$ cat src/rtl/multiword_adder_seq.sv
// Multi-byte add/subtract sequencer built around one shared 8-bit
// carry-lookahead adder; one byte per clock, LSB first.

module cla8 (
  input  logic [7:0] i_a,
  input  logic [7:0] i_b,
  input  logic       i_c,
  output logic [7:0] o_s,
  output logic       o_c
);

  logic [7:0] w_p;
  logic [7:0] w_g;
  logic [8:0] w_c;
  logic       w_t;
  logic       w_pp;

  assign w_p = i_a ^ i_b;
  assign w_g = i_a & i_b;

  // Each carry is a flat sum of generate/propagate products.
  always_comb begin
    w_c    = '0;
    w_c[0] = i_c;
    w_t    = 1'b0;
    w_pp   = 1'b0;
    for (int i = 0; i < 8; i++) begin
      w_t  = w_g[i];
      w_pp = w_p[i];
      for (int j = i - 1; j >= 0; j--) begin
        w_t  = w_t | (w_pp & w_g[j]);
        w_pp = w_pp & w_p[j];
      end
      w_c[i+1] = w_t | (w_pp & i_c);
    end
  end

  assign o_s = w_p ^ w_c[7:0];
  assign o_c = w_c[8];

endmodule

module multiword_adder_seq #(
  parameter int NBYTES = 4
) (
  input  logic                  clk,
  input  logic                  reset,
  input  logic                  start,
  input  logic                  sub,
  input  logic                  cin,
  input  logic [8*NBYTES-1:0]   a,
  input  logic [8*NBYTES-1:0]   b,
  output logic                  busy,
  output logic                  done,
  output logic [8*NBYTES-1:0]   sum,
  output logic                  cout,
  output logic                  overflow
);

  localparam int W  = 8 * NBYTES;
  localparam int IW = (NBYTES > 1) ? $clog2(NBYTES) : 1;
  localparam logic [IW-1:0] LAST = IW'(NBYTES - 1);

  typedef enum logic [1:0] {
    S_IDLE = 2'd0,
    S_RUN  = 2'd1,
    S_DONE = 2'd2
  } state_t;

  state_t        r_state;
  state_t        w_next;
  logic [IW-1:0] r_idx;
  logic          r_carry;
  logic [W-1:0]  r_a;
  logic [W-1:0]  r_b;
  logic [W-1:0]  r_sum;
  logic          r_cout;
  logic          r_ovf;

  logic [7:0]    w_a_byte;
  logic [7:0]    w_b_byte;
  logic [7:0]    w_s;
  logic          w_c;

  always_ff @(posedge clk or posedge reset) begin
    if (reset) r_state <= S_IDLE;
    else       r_state <= w_next;
  end

  always_comb begin
    w_next = S_IDLE;
    case (r_state)
      S_IDLE:  w_next = start ? S_RUN : S_IDLE;
      S_RUN:   w_next = (r_idx == LAST) ? S_DONE : S_RUN;
      S_DONE:  w_next = S_IDLE;
      default: w_next = S_IDLE;
    endcase
  end

  always_comb begin
    busy = 1'b0;
    done = 1'b0;
    case (r_state)
      S_RUN:   busy = 1'b1;
      S_DONE: begin
        busy = 1'b1;
        done = 1'b1;
      end
      default: ;
    endcase
  end

  always_comb begin
    w_a_byte = '0;
    w_b_byte = '0;
    for (int i = 0; i < NBYTES; i++) begin
      if (r_idx == IW'(i)) begin
        w_a_byte = r_a[8*i +: 8];
        w_b_byte = r_b[8*i +: 8];
      end
    end
  end

  cla8 u_cla (
    .i_a (w_a_byte),
    .i_b (w_b_byte),
    .i_c (r_carry),
    .o_s (w_s),
    .o_c (w_c)
  );

  // Subtraction is a + ~b + 1, so b is inverted at capture time.
  always_ff @(posedge clk or posedge reset) begin
    if (reset) begin
      r_idx   <= '0;
      r_carry <= 1'b0;
      r_a     <= '0;
      r_b     <= '0;
      r_sum   <= '0;
      r_cout  <= 1'b0;
      r_ovf   <= 1'b0;
    end else begin
      case (r_state)
        S_IDLE: begin
          if (start) begin
            r_a     <= a;
            r_b     <= sub ? ~b : b;
            r_carry <= sub ? 1'b1 : cin;
            r_idx   <= '0;
            r_sum   <= '0;
          end
        end
        S_RUN: begin
          for (int i = 0; i < NBYTES; i++) begin
            if (r_idx == IW'(i)) r_sum[8*i +: 8] <= w_s;
          end
          r_carry <= w_c;
          if (r_idx == LAST) begin
            r_cout <= w_c;
            r_ovf  <= w_c ^ (r_a[W-1] ^ r_b[W-1] ^ w_s[7]);
          end else begin
            r_idx <= r_idx + 1'b1;
          end
        end
        default: ;
      endcase
    end
  end

  assign sum      = r_sum;
  assign cout     = r_cout;
  assign overflow = r_ovf;

endmodule

$ cat config.mk
export PLATFORM = sky130hd
export DESIGN_NAME = multiword_adder_seq
export DESIGN_NICKNAME = d
export VERILOG_FILES = /design/src/rtl/multiword_adder_seq.sv
export SDC_FILE = /design/constraint.sdc
export NUM_CORES = 1
export LEC_CHECK = 0
export CAP_MARGIN = 25
export CORE_ASPECT_RATIO = 0.6
export CORE_UTILIZATION = 52
export DETAILED_ROUTE_END_ITERATION = 10
export GPL_TIMING_DRIVEN = 0
export PLACE_DENSITY = 0.81
export SLEW_MARGIN = 20
export SYNTH_ARGS = -nofsm -noshare
export SYNTH_HDL_FRONTEND = slang
export SYNTH_SLANG_ARGS = --single-unit
export TNS_END_PERCENT = 30
$ cat constraint.sdc
create_clock -name clk -period 4.3 [get_ports clk]
set_input_delay 0.86 -clock clk [delete_from_list [all_inputs] [get_ports clk]]
set_output_delay 0.86 -clock clk [all_outputs]
set_load 0.02 [all_outputs]
==> results.toml <==
[route]
vias_per_cell = 5.83
drc_errors = 0
wl_um = 13700
num_vias = 4185
dr.pass1.iters = 5
post_drt_wl_per_cell_um = 19.1
ant_nets = 0
drt_iter0_drc = 370

[global_route]
grt_usage_pct = 28.9
overflow = 0
grt_pass1_wl_um = 21900
grt_start_max_net_pins = 61
antenna_found_initial = 0
first_global_vias = 4248

[yosys]
yosys_warnings = 0
syn_nets = 555
synth_ff_type = "dfrtp_1"
syn_avg_cell_area_um2 = 10.9
synth_seq_cells = 103
synth-adder-area-share_pct = 4.06
netlist_top_cells_count = "dfrtp_1, o21ai_0, nand2_1, mux2_2, xnor2_1"
ys_types = 44
synthSimpleGateAreaFrac_pct = 7.90
yosysTopAreaCell = "dfrtp_1"
synth.area.mux_share_pct = 13.4
synth_area_um2 = 5120
synth_top_family_by_area = "compound AO/OA/AOI/OAI gates"
synth_compound_area_share_pct = 14.3
synth_edf_count = 0
post-synth-top-count-cell = "dfrtp_1"
synth_top_area_share_pct = 50.4
yosysSeqAreaShare_pct = 50.4
synth_cells = 470
async_reset_ff_share_pct = 100
netlist_top_cells_area = "dfrtp_1, mux2_2, o21ai_0"
synthXorXnorAreaFrac_pct = 6.65

[pwr]
p_sw_mw = 2.59
internal-power_mw = 3.58
swShare_pct = 42.1
leakage_nw = 2.83
vdd_drop_max_mv = 0.435
comb_power_share_pct = 56.8
pwr-share-seq_pct = 28.3
clockPowerShare_pct = 14.9
power_density_nw_per_um2 = 925

[clock_network]
post_cts.repair.setup_buffers = 0
clock_latency_ns = 0.36
cts_tree = "done"
cts.sinks = 103
clk_path_buf_depth = 2
numCtsBuffers = 9
clk_pin_slew_worst_paths_ns = 0.07
htreeDepth = 3
cts-root-buf = "clkbuf_16"

[finish]
num_antenna_cells = 0
nNetsFinal = 669
seqCellArea_um2 = 2580
design_area_um2 = 6670
area_growth_pct = 30.4
multi_input_area_um2 = 2370
nFillCells = 701
drive_gt1_share_pct = 15.8
final_cells = 718

[timing]
rsz0062_at_grt = "no"
finalSetupViolCount = 0
hold_violations = 0
min_period_ns = 4.08
slew_headroom_pct = 56.2
clock_skew_ns = 0.00775
tightest_slew_ns = 0.657
report.final.slew_viol_count = 0
setup_ws_ns = 0.219
max_freq_mhz = 245
layout_worst_path_cycle_share_pct = 94.9

[worst_setup_path]
worstPathRequired_ns = 4.53
critPathCaptureType = "flop"
path_cells = "inv_1 -> ha_1 -> clkbuf_1 -> nor2_2 -> buf_2 -> a221o_1 -> o21ai_0 -> o21ai_0 -> ha_1 -> a21oi_2 -> o211ai_2 -> a2111oi_4 -> or2_1 -> mux2i_1 -> nand3_1"
max_stage_delay_ns = 0.48
critical_path_class = "flop to flop"
path_max_fanout = 10
cp-start-kind = "flop"
worstPathArrival_ns = 4.31
cp_top_family = "compound AO/OA/AOI/OAI gates"
crit_slowest_cell = "a2111oi_4"
path_buf_inv = 3

[status]
outcome = "finished, final reports clean"

[floorplan]
fp.dieH_um = 78.8
fp.dieW_um = 130
die-area_um2 = 10300
initial_core_util_pct = 54.7
num_io_pins = 105
core_area_um2 = 9360
num_rows = 27

[placed_design]
gp_congestion = 0.885
hpwlAfterDp_um = 10200
port_buffers = 103
placed_area_um2 = 6340
dp.cells = 704
place_ws_ns = 0.239

[flow_run]
drv_cap = 0

[min_path]
hold_path_class = "flop to flop"
## cells by family after synthesis
| group | Yosys count |
|---|---|
| flip-flops | 103 |
| adder cells (fa/ha/maj) | 16 |
| XOR/XNOR | 38 |
| buffers and inverters | 44 |
| AND/OR/NAND/NOR | 95 |
| AO/OA/AOI/OAI | 113 |
| multiplexers | 61 |
## power groups by stage
stage	sequential, mW	combinational [mW]	clock, mW
2_1_floorplan	1.81	2.29	0
3_3_place_gp	1.72	3.26	0
3_5_place_dp	1.74	3.43	0
4_1_cts	1.73	3.46	0.922
5_1_grt	1.79	3.83	0.961
6_report	1.74	3.50	0.921
## stage by stage
stage | power (mW) | hold WS (ns) | util (%) | setup TNS [ns]
floorplan | 4.09 | 0.442 | - | 0
global placement | 4.98 | 0.460 | 67.4 | -62.60
detailed placement | 5.17 | 0.475 | 67.8 | 0
CTS | 6.11 | 0.490 | 71.3 | 0
global route | 6.58 | 0.511 | 71.3 | 0
finish | 6.17 | 0.488 | 71.3 | 0
## worst register-to-register path, stage by stage, from the launching register on
cell and delay (ns):
dfrtp_1 0.43, inv_1 0.11, ha_1 0.15, clkbuf_1 0.42
nor2_2 0.18, buf_2 0.24, a221o_1 0.33, o21ai_0 0.10
o21ai_0 0.14, ha_1 0.40, a21oi_2 0.20, o211ai_2 0.15
a2111oi_4 0.48, or2_1 0.26, mux2i_1 0.26, nand3_1 0.10
## what timing repair did
item / CTS / global route
endpoints found under the setup margin: 0 / 11
hold buffers: 0 / 0
gates resized for setup: 0 / 6
## path summary, 6_finish.rpt
check,startpoint,slack (ns),to,cells after the start
max in group asynchronous,reset,2.77,r_b[23],3
worst min-delay path,r_b[3],0.49,r_b[3],2
worst max-delay path,r_idx[1],0.22,overflow,15
worst max register to register,r_idx[1],0.22,overflow,15
worst min register to register,r_b[3],0.49,r_b[3],2
min in group asynchronous,reset,0.90,sum[2],2
## placed cells by master (no fill, tap or decap), types with 3 or more instances in the layout
cell type / count
a21oi_1: 9
a21oi_2: 6
a221o_1: 14
and3_1: 3
buf_2: 5
bufinv_16: 3
clkbuf_1: 19
clkbuf_16: 9
clkdlybuf4s50_1: 103
dfrtp_1: 103
ha_1: 15
inv_1: 15
mux2_2: 60
nand2_1: 63
nand3_1: 3
nor2_1: 10
nor3_1: 4
o21ai_0: 64
o22ai_1: 4
xnor2_1: 36
## per-layer routing
layer / global-route usage [%] / wire, µm / vias up
li1: - / - / 1869
met1: 40.0 / 6130 / 2076
met2: 42.7 / 5940 / 216
met3: 10.8 / 1450 / 24
met4: 7.79 / 189 / 0
met5: 0 / 0 / -
## sequential cells by signal, summed over array words and instances, names as in the netlist
name / flops
r_idx: 2
r_b: 32
r_state: 2
r_carry: 1
r_a: 32
overflow: 1
sum: 32
cout: 1
## layout make-up
cell class | instances | share of cell area, %
plain buffers | 26 | 1.59
clock buffers | 11 | 3.49
clock inverters | 4 | 1.43
inverters | 17 | 1.03
multi-input cells | 323 | 35.5
flip-flops and latches | 103 | 38.6
well taps | 130 | 2.44
repair buffers | 104 | 15.9
(Power assumes the default switching activity.)
